<file path="src/rtl/alu_pkg.sv">
// alu_pkg: opcodes, sequencer state type and helpers shared by the ALU
// front-end and the ALU benches.
package alu_pkg;

  localparam logic [3:0] OP_ADD  = 4'd0;
  localparam logic [3:0] OP_SUB  = 4'd1;
  localparam logic [3:0] OP_MUL  = 4'd2;
  localparam logic [3:0] OP_DIV  = 4'd3;
  localparam logic [3:0] OP_AND  = 4'd4;
  localparam logic [3:0] OP_OR   = 4'd5;
  localparam logic [3:0] OP_NOTA = 4'd6;
  localparam logic [3:0] OP_NOTB = 4'd7;
  localparam logic [3:0] OP_SQA  = 4'd8;
  localparam logic [3:0] OP_SQB  = 4'd9;
  localparam logic [3:0] OP_LT   = 4'd10;
  localparam logic [3:0] OP_EQ   = 4'd11;
  localparam logic [3:0] OP_GT   = 4'd12;
  localparam logic [3:0] OP_LAST = 4'd12;

  // Width of one result FIFO entry: {err, data}
  localparam int RES_W = 9;

  typedef enum logic [1:0] {
    S_OP   = 2'd0,
    S_OPND = 2'd1,
    S_EXEC = 2'd2
  } seq_state_t;

  // Opcodes above OP_LAST have no defined ALU behaviour
  function automatic logic op_is_undefined(input logic [3:0] op);
    return (op > OP_LAST);
  endfunction

endpackage

</file>
<file path="src/rtl/alu_result_fifo.sv">
// alu_result_fifo: single-clock FIFO with combinational head read from
// registered storage. DEPTH must be a power of two (>= 2) so that the
// pointers wrap naturally. A push while full is dropped even if a pop
// happens in the same cycle; the caller is expected to check full first.
module alu_result_fifo #(
  parameter int WIDTH = 9,
  parameter int DEPTH = 4
) (
  input  logic             clk,
  input  logic             rst,
  input  logic             push,
  input  logic [WIDTH-1:0] push_data,
  input  logic             pop,
  output logic [WIDTH-1:0] pop_data,
  output logic             full,
  output logic             empty
);

  localparam int AW = $clog2(DEPTH);
  localparam int CW = AW + 1;

  logic [WIDTH-1:0] mem_reg [DEPTH];
  logic [AW-1:0]    wr_ptr_reg;
  logic [AW-1:0]    rd_ptr_reg;
  logic [CW-1:0]    count_reg;
  logic             push_ok;
  logic             pop_ok;

  assign full     = (count_reg == CW'(DEPTH));
  assign empty    = (count_reg == '0);
  assign push_ok  = push && !full;
  assign pop_ok   = pop && !empty;
  // Head shows zero when empty so stale storage never leaks out after reset
  assign pop_data = empty ? '0 : mem_reg[rd_ptr_reg];

  // Storage write; contents need no reset because empty masks the head
  always_ff @(posedge clk) begin
    if (push_ok) begin
      mem_reg[wr_ptr_reg] <= push_data;
    end
  end

  // Pointer and occupancy bookkeeping
  always_ff @(posedge clk) begin
    if (rst) begin
      wr_ptr_reg <= '0;
      rd_ptr_reg <= '0;
      count_reg  <= '0;
    end else begin
      if (push_ok) begin
        wr_ptr_reg <= wr_ptr_reg + 1'b1;
      end
      if (pop_ok) begin
        rd_ptr_reg <= rd_ptr_reg + 1'b1;
      end
      if (push_ok && !pop_ok) begin
        count_reg <= count_reg + 1'b1;
      end else if (pop_ok && !push_ok) begin
        count_reg <= count_reg - 1'b1;
      end
    end
  end

endmodule

</file>
<file path="src/rtl/alu_cmd_sequencer.sv">
// alu_cmd_sequencer: decodes two-byte commands (header opcode, then A/B
// operand byte), drives registered operands into the 4-bit ALU and queues
// {err, result} into a result FIFO. Opcodes above OP_LAST are reported as
// errors with zero data.
// Optional build macro ALU_SEQ_DIVZERO_GUARD_EN: divide by zero pushes
// data 8'hFF with err set instead of the raw ALU value.
module alu_cmd_sequencer
  import alu_pkg::*;
#(
  parameter int FIFO_DEPTH = 4
) (
  input  logic       clk,
  input  logic       rst,
  input  logic [7:0] in_data,
  input  logic       in_valid,
  output logic       in_ready,
  output logic [3:0] alu_op,
  output logic [3:0] alu_a,
  output logic [3:0] alu_b,
  input  logic [7:0] alu_result,
  output logic [7:0] out_data,
  output logic       out_err,
  output logic       out_valid,
  input  logic       out_ready,
  output logic       busy
);

  seq_state_t       state_reg;
  seq_state_t       state_next;
  logic [3:0]       hdr_op_reg;
  logic [3:0]       alu_op_reg;
  logic [3:0]       alu_a_reg;
  logic [3:0]       alu_b_reg;
  logic             in_fire;
  logic             fifo_push;
  logic             fifo_full;
  logic             fifo_empty;
  logic [RES_W-1:0] push_word;
  logic [RES_W-1:0] head_word;

  assign in_fire = in_valid && in_ready;

  // FSM state register
  always_ff @(posedge clk) begin
    if (rst) begin
      state_reg <= S_OP;
    end else begin
      state_reg <= state_next;
    end
  end

  // FSM next-state: header, operand, then wait for FIFO room
  always_comb begin
    state_next = state_reg;
    case (state_reg)
      S_OP:    if (in_fire) state_next = S_OPND;
      S_OPND:  if (in_fire) state_next = S_EXEC;
      S_EXEC:  if (!fifo_full) state_next = S_OP;
      default: state_next = S_OP;
    endcase
  end

  // FSM outputs depend on state (and FIFO room for the push) only
  always_comb begin
    in_ready  = 1'b0;
    fifo_push = 1'b0;
    case (state_reg)
      S_OP, S_OPND: in_ready = 1'b1;
      S_EXEC:       fifo_push = !fifo_full;
      default:      in_ready = 1'b0;
    endcase
  end

  // Header latch and ALU operand registers; ALU inputs move only on byte 1
  always_ff @(posedge clk) begin
    if (rst) begin
      hdr_op_reg <= '0;
      alu_op_reg <= '0;
      alu_a_reg  <= '0;
      alu_b_reg  <= '0;
    end else if (in_fire) begin
      if (state_reg == S_OP) begin
        hdr_op_reg <= in_data[7:4];
      end else if (state_reg == S_OPND) begin
        alu_op_reg <= hdr_op_reg;
        alu_a_reg  <= in_data[7:4];
        alu_b_reg  <= in_data[3:0];
      end
    end
  end

  // Build the FIFO entry from the ALU result and the opcode filter
  always_comb begin
    push_word = {1'b0, alu_result};
    if (op_is_undefined(alu_op_reg)) begin
      push_word = {1'b1, 8'h00};
    end
`ifdef ALU_SEQ_DIVZERO_GUARD_EN
    else if (alu_op_reg == OP_DIV && alu_b_reg == 4'd0) begin
      push_word = {1'b1, 8'hFF};
    end
`endif
  end

  alu_result_fifo #(
    .WIDTH (RES_W),
    .DEPTH (FIFO_DEPTH)
  ) u_fifo (
    .clk       (clk),
    .rst       (rst),
    .push      (fifo_push),
    .push_data (push_word),
    .pop       (out_ready),
    .pop_data  (head_word),
    .full      (fifo_full),
    .empty     (fifo_empty)
  );

  assign alu_op    = alu_op_reg;
  assign alu_a     = alu_a_reg;
  assign alu_b     = alu_b_reg;
  assign out_data  = head_word[7:0];
  assign out_err   = head_word[8];
  assign out_valid = !fifo_empty;
  assign busy      = (state_reg != S_OP) || !fifo_empty;

endmodule

</file>
<file path="config.mk">
export PLATFORM = sky130hd
export DESIGN_NAME = alu_cmd_sequencer
export DESIGN_NICKNAME = d
export VERILOG_FILES = /design/src/rtl/alu_pkg.sv /design/src/rtl/alu_result_fifo.sv /design/src/rtl/alu_cmd_sequencer.sv
export SDC_FILE = /design/constraint.sdc
export NUM_CORES = 1
export LEC_CHECK = 0
export CAP_MARGIN = 30
export CORE_MARGIN = 2
export CORE_UTILIZATION = 25
export CTS_BUF_LIST = sky130_fd_sc_hd__clkbuf_8
export DETAILED_ROUTE_END_ITERATION = 7
export PLACE_DENSITY = 0.56
export SLEW_MARGIN = 25
export SYNTH_ARGS = -nofsm -noshare
export SYNTH_HDL_FRONTEND = slang
export SYNTH_HIERARCHICAL = 1
export SYNTH_SLANG_ARGS = --single-unit
</file>
<file path="constraint.sdc">
create_clock -name clk -period 2.3 [get_ports clk]
set_clock_uncertainty 0.15 [all_clocks]
set_input_delay 0.345 -clock clk [delete_from_list [all_inputs] [get_ports clk]]
set_output_delay 0.345 -clock clk [all_outputs]
set_load 0.02 [all_outputs]
</file>
* Word level (Yosys, flattened, before mapping) *
Memory sizes are Yosys's and may differ from the RTL's. A register that Yosys moved wholly into a read port is not among the register bits.
Index checks and enable logic that the tools add are counted.

word-level totals
  flip-flop bits (word level) = 25
  RAM bits = 36
  bits of input ports = 20
  output and inout bits = 24
  logic and storage cells = 53
  memories kept = 1

operators by class
  $add $sub $neg = 4
  $lt $le $gt $ge = 1
  equality and inequality tests = 6
  mux-type cells = 14
  bitwise logic cells = 1
  reduce and logical (&&, ||, !) cells = 18

memory list
  memory          words  bits a word  rd ports  clocked after memory_dff  wr ports  line                   text
  u_fifo.mem_reg  4      9            1         1                         1         alu_result_fifo.sv:22  logic [WIDTH-1:0] mem_reg [DEPTH];

operators by type and width
  operator                                                                count
  9-bit two-way mux                                                       2
  2-bit two-way mux                                                       5
  3-bit two-way mux                                                       2
  2-bit != test (second input constant)                                   3
  2-bit one-hot mux with 3 select lines                                   1
  3-bit AND reduction                                                     2
  1-bit logical AND                                                       5
  2-bit by 1-bit adder with 2-bit output (second input constant)          2
  4-bit greater-than comparator (second input constant)                   1
  1-bit zero test                                                         4
  1-bit two-way mux                                                       4
  2-bit nonzero test                                                      2
  3-bit by 1-bit adder with 3-bit output (second input constant)          1
  3-bit equality test (second input constant)                             1
  3-bit zero test                                                         1
  3-bit by 1-bit subtractor with 3-bit output (second input constant)     1
  2-bit by 1-bit equality test with 1-bit output (second input constant)  1
  2-bit equality test (second input constant)                             1
  2-bit zero test                                                         1
  2-bit AND reduction                                                     1
  2-bit OR reduction                                                      1
  1-bit logical OR                                                        1
  1-bit inverter                                                          1

* Longest topological paths before layout *
  depth in word-level cells = 8
  depth in mapped cells = 10
  depth with buffers taken out = 10

* Cells and area by module *
The synthesis kept the hierarchy.

modules (own cells, without submodules)
  module             instances  cells each  area an instance (µm²)  sequential area each (µm²)
  alu_result_fifo    1          106         1900.6                  1261.2
  alu_cmd_sequencer  1          83          835.8                   360.3

* Worst setup path before layout *
No wires, ideal clock.

  kind = register -> register
  start point = reg state_reg[1]
  end point = reg u_fifo.count_reg[2]
  setup time = 0.070 ns
  arrival = 2.161 ns
  required time = 2.080 ns
  slack = -0.081 ns
  stages on the path, launching flop included = 11
  buffers on the path = 0
  clock period less this slack = 2.381 ns
  path through = dfxtp_1 -> inv_1 -> nor3_1 -> inv_1 -> nor2_2 -> ha_1 -> inv_1 -> fa_1 -> xor2_1 -> or3_1 -> a21oi_1

on the way
  cells in the longest elaborated chain, start to end = 6
  elaborated cells between the ends (all ways) = 8
  those cells by class = eq/ne (1); mux (2); reduce/logical (5)

RTL lines
  what                                 line                     text
  start: declaration                   alu_cmd_sequencer.sv:28  seq_state_t state_reg;
  start signal: assignment             alu_cmd_sequencer.sv:48  state_reg <= state_next;
  2-bit equality test *                alu_cmd_sequencer.sv:67  case (state_reg)
  1-bit two-way mux *                  alu_cmd_sequencer.sv:67
  named net fifo_push                  alu_cmd_sequencer.sv:35  logic fifo_push;
  1-bit logical AND *                  alu_result_fifo.sv:31    assign push_ok = push && !full;
  named net u_fifo.push_ok             alu_result_fifo.sv:26    logic push_ok;
  1-bit zero test                      alu_result_fifo.sv:58    end else if (pop_ok && !push_ok) begin
  1-bit logical AND                    alu_result_fifo.sv:58
  2-bit nonzero test (no source line)  n/a
  end signal: assignment               alu_result_fifo.sv:57    count_reg <= count_reg + 1'b1;
  end signal: assignment               alu_result_fifo.sv:59    count_reg <= count_reg - 1'b1;
  end: declaration                     alu_result_fifo.sv:25    logic [CW-1:0] count_reg;

The timed path passes the listed nets; every way through them passes the cells marked *.
A chain may end at the register's enable or synchronous reset.

==> impl_results.html <==
<table>
<tr><th>Metric</th><th>Value</th></tr>
<tr><th colspan="2">Routing</th></tr>
<tr><td>Drt wl/cell</td><td>13.0 µm</td></tr>
<tr><td>Initial drt markers</td><td>31</td></tr>
<tr><td>Number of vias after detailed routing</td><td>1626</td></tr>
<tr><td>Post-route ant nets</td><td>0</td></tr>
<tr><td>WL final</td><td>5.15 mm</td></tr>
<tr><td>Number of remaining DRC errors</td><td>0</td></tr>
<tr><td>First-pass detailed-route iteration total</td><td>4</td></tr>
<tr><td>Avg Vias per Cell</td><td>4.12</td></tr>
<tr><th colspan="2">Floorplanning</th></tr>
<tr><td>Initial Util</td><td>25.5%</td></tr>
<tr><td>IO Pins</td><td>44</td></tr>
<tr><td>Die Y</td><td>109 µm</td></tr>
<tr><td>Number of rows created at floorplan</td><td>38</td></tr>
<tr><td>Area of the die</td><td>0.0118 mm²</td></tr>
<tr><td>Chip Width</td><td>109 µm</td></tr>
<tr><td>Area of the core</td><td>0.0107 mm²</td></tr>
<tr><th colspan="2">Critical path</th></tr>
<tr><td>Setup slack, reg-to-reg</td><td>0.13 ns</td></tr>
<tr><td>Chain of cells forming the critical path</td><td>buf_12 -&gt; mux4_2 -&gt; nor2b_4 -&gt; clkdlybuf4s15_2</td></tr>
<tr><td>Path type of the worst setup path</td><td>register to output port</td></tr>
<tr><td>Critical path startpoint category</td><td>register</td></tr>
<tr><td>Number of cells on the worst reg-to-reg path</td><td>8</td></tr>
<tr><td>End of the critical path</td><td>out_data[0]</td></tr>
<tr><td>Slowest cell on crit path</td><td>sky130_fd_sc_hd__mux4_2</td></tr>
<tr><td>Required time of the critical path</td><td>1.80 ns</td></tr>
<tr><td>Crit end category</td><td>output port</td></tr>
<tr><td>Startpoint of the worst-slack reg-to-reg timing path</td><td>u_fifo/count_reg[0]</td></tr>
<tr><td>R2r endpoint</td><td>u_fifo/count_reg[2]</td></tr>
<tr><td>Crit path arrival time</td><td>1.73 ns</td></tr>
<tr><td>Top fanout value on the critical path</td><td>9</td></tr>
<tr><td>Maximum single-stage delay on the critical path</td><td>0.51 ns</td></tr>
<tr><th colspan="2">GRT</th></tr>
<tr><td>Vias in the first global route</td><td>1702</td></tr>
<tr><td>Largest net degree at the start of global routing</td><td>36</td></tr>
<tr><td>Global-route wire length before repair</td><td>8.33 mm</td></tr>
<tr><td>GR Util All Layers</td><td>9.62%</td></tr>
<tr><td>Overflow left after global routing</td><td>0</td></tr>
<tr><td>Initial antenna violation count</td><td>0</td></tr>
<tr><th colspan="2">STA</th></tr>
<tr><td>Worst slew margin relative to its limit</td><td>65.3%</td></tr>
<tr><td>Hold WS</td><td>0.329 ns</td></tr>
<tr><td>Period utilisation layout</td><td>96.8%</td></tr>
<tr><td>Min Clock Period, post-route</td><td>2.23 ns</td></tr>
<tr><td>Number of slew-limit violations in the final report</td><td>0</td></tr>
<tr><td>Highest clock frequency the design can meet</td><td>0.449 GHz</td></tr>
<tr><td>Final number of hold-violating endpoints</td><td>0</td></tr>
<tr><td>Unrepaired setup endpoints after global routing</td><td>false</td></tr>
<tr><td>Transition at the pin with the smallest max-transition slack</td><td>0.521 ns</td></tr>
<tr><td>Setup Viol. Count Final</td><td>0</td></tr>
<tr><th colspan="2">Synth</th></tr>
<tr><td>Synthesis warning total</td><td>6</td></tr>
<tr><td>Post-Synthesis Cells</td><td>189</td></tr>
<tr><td>Cell area after technology mapping</td><td>0.00274 mm²</td></tr>
<tr><td>Sequential cell area fraction in the yosys report</td><td>59.3%</td></tr>
<tr><td>Post-Syn Nets</td><td>215</td></tr>
<tr><td>Proportion of synthesized flip-flops having asynchronous set or reset</td><td>0%</td></tr>
<tr><td>Register bit count reported by yosys</td><td>63</td></tr>
<tr><td>Distinct cell type count of the synthesized netlist</td><td>28</td></tr>
<tr><td>Mean post-synth cell area</td><td>14.5 µm²</td></tr>
<tr><td>EDFF count, synth</td><td>36</td></tr>
<tr><td>Predominant post-synthesis flop cell</td><td>sky130_fd_sc_hd__edfxtp_1</td></tr>
<tr><th colspan="2">CTS</th></tr>
<tr><td>Clock latency on the worst-skew pair</td><td>0.33 ns</td></tr>
<tr><td>H-tree levels</td><td>3</td></tr>
<tr><td>Total number of clock tree sinks</td><td>63</td></tr>
<tr><td>Root cell of the clock tree</td><td>sky130_fd_sc_hd__clkbuf_8</td></tr>
<tr><td>Clock tree from TritonCTS</td><td>yes</td></tr>
<tr><td>CTS buffer count</td><td>9</td></tr>
<tr><td>Register clock-pin slew on the reported worst setup and hold paths</td><td>0.07 ns</td></tr>
<tr><td>Buffer levels on the longest clock path</td><td>2</td></tr>
<tr><th colspan="2">Run</th></tr>
<tr><td>Max Cap Violations</td><td>0</td></tr>
<tr><th colspan="2">Final layout</th></tr>
<tr><td>Share of cells above drive strength 1</td><td>27.5%</td></tr>
<tr><td>Layout area overhead</td><td>33.4%</td></tr>
<tr><td>Post-Route Utilization</td><td>34.0%</td></tr>
<tr><td>Antenna Diode Count</td><td>0</td></tr>
<tr><td>Max reg flops</td><td>36</td></tr>
<tr><td>Layout net count</td><td>276</td></tr>
<tr><th colspan="2">Worst hold path</th></tr>
<tr><td>Min-Delay Startpoint</td><td>alu_b[3]</td></tr>
<tr><td>Kind of path behind the tightest hold check</td><td>register to register</td></tr>
<tr><th colspan="2">Pwr</th></tr>
<tr><td>IR drop worst, VDD</td><td>0.000337 V</td></tr>
<tr><td>Power Total</td><td>3.79 mW</td></tr>
<tr><td>Pwr dens</td><td>1040 mW/mm²</td></tr>
<tr><td>Pleak</td><td>1.30 nW</td></tr>
<tr><th colspan="2">Place</th></tr>
<tr><td>DPL Wire Length</td><td>3.45 mm</td></tr>
<tr><td>Final GP Congestion</td><td>0.694</td></tr>
<tr><td>IO Port Bufs</td><td>43</td></tr>
<tr><th colspan="2">Run status</th></tr>
<tr><td>Result of the run</td><td>complete, no violations</td></tr>
</table>
-- worst min path at each step --
stage                         end  slack (ns)  depth (start not counted)
finish                   alu_b[3]        0.33                          2
global route             alu_a[1]        0.35                          2
CTS                      alu_b[3]        0.34                          2
detailed placement       alu_a[0]        0.32                          2
global placement         alu_b[2]        0.31                          2
floorplan           hdr_op_reg[3]        0.31                          2
-- timing repair --
action,CTS,global route
buffers inserted,0,0
resized for setup,22,13
hold buffers,0,0
pin swaps,0,2
setup endpoints to repair,10,11
-- cells in the final DEF (no fill, tap or decap), types with 4 or more instances in the layout --
cell,synthesis,layout
sky130_fd_sc_hd__nand2b_1,26,26
sky130_fd_sc_hd__nor2b_4,9,9
sky130_fd_sc_hd__ha_1,5,4
sky130_fd_sc_hd__a21oi_1,4,4
sky130_fd_sc_hd__clkbuf_2,1,7
sky130_fd_sc_hd__mux4_2,9,9
sky130_fd_sc_hd__inv_1,7,5
sky130_fd_sc_hd__buf_4,1,13
sky130_fd_sc_hd__dfxtp_1,27,25
sky130_fd_sc_hd__clkbuf_8,0,11
sky130_fd_sc_hd__and2_1,12,12
sky130_fd_sc_hd__nor2_1,4,4
sky130_fd_sc_hd__or3_1,4,4
sky130_fd_sc_hd__clkdlybuf4s50_1,0,33
sky130_fd_sc_hd__mux2i_1,18,18
sky130_fd_sc_hd__edfxtp_1,36,36
-- synth_stat cells, types with 2 or more instances --
cell | number | area [µm²]
sky130_fd_sc_hd__edfxtp_1 | 36 | 1080
sky130_fd_sc_hd__dfxtp_1 | 27 | 541
sky130_fd_sc_hd__nand2b_1 | 26 | 163
sky130_fd_sc_hd__mux2i_1 | 18 | 180
sky130_fd_sc_hd__and2_1 | 12 | 75.1
sky130_fd_sc_hd__mux4_2 | 9 | 203
sky130_fd_sc_hd__nor2b_4 | 9 | 124
sky130_fd_sc_hd__inv_1 | 7 | 26.3
sky130_fd_sc_hd__ha_1 | 5 | 62.6
sky130_fd_sc_hd__a21oi_1 | 4 | 20.0
sky130_fd_sc_hd__nor2_1 | 4 | 15.0
sky130_fd_sc_hd__or3_1 | 4 | 25.0
sky130_fd_sc_hd__buf_6 | 3 | 33.8
sky130_fd_sc_hd__clkbuf_1 | 3 | 11.3
sky130_fd_sc_hd__nor3_1 | 3 | 15.0
sky130_fd_sc_hd__o21ai_0 | 3 | 15.0
sky130_fd_sc_hd__xor2_1 | 3 | 26.3
sky130_fd_sc_hd__nand3b_1 | 2 | 15.0
sky130_fd_sc_hd__nor3b_2 | 2 | 25.0
-- metal layers --
metal | routed length [µm] | part of all wire, % | track usage, %
met5 | 0 | 0 | 0
met1 | 2310 | 45 | 11.6
met2 | 2410 | 47 | 15.1
met4 | 136 | 2.6 | 5.59
met3 | 300 | 5.8 | 2.99
-- through the flow --
step / setup slack [ns] / std cells / TNS [ns] / cell area (µm²)
CTS: 0.000219 / 395 / 0 / 3670
detailed placement: -0.0471 / 379 / -0.0471 / 3430
global placement: 0.0156 / 379 / 0 / 3430
floorplan: 0.00665 / 189 / 0 / 2740
global route: 0.00244 / 395 / 0 / 3650
finish: 0.0725 / 395 / 0 / 3650
-- worst max-delay path, delay by kind of cell, from the launching register on --
family                 cells  cell delay (ns)
buffers and inverters      2             0.41
AND/OR/NAND/NOR            1             0.14
multiplexers               1             0.51
flip-flops                 1             0.34
-- logic make-up after synthesis --
family                     share of synthesized area [%]
buffers and inverters                               3.06
adders and majority gates                           3.02
xor gates and xnor gates                            1.28
DFF                                                 59.3
AOI/OAI and AO/OA                                   2.01
and+or+nand+nor                                     17.4
muxes                                               14.0
-- area by class of cell --
type / instances / area (µm²)
Clock buffer: 11 / 151
Sequential cell: 63 / 1620
Fill cell: 1107 / 7090
Timing Repair Buffer: 58 / 537
Tap cell: 140 / 175
Inverter: 7 / 26.3
Multi-Input combinational cell: 111 / 1060
Clock inverter: 5 / 80.1
-- report_power, final --
| group | internal, mW | switching (mW) | total (mW) |
|---|---|---|---|
| clock | 0.667 | 0.435 | 1.10 |
| sequential | 1.27 | 0.0406 | 1.31 |
| combinational | 0.663 | 0.716 | 1.38 |
| total | 2.60 | 1.19 | 3.79 |
No activity file was read; power rests on OpenSTA's default activity.
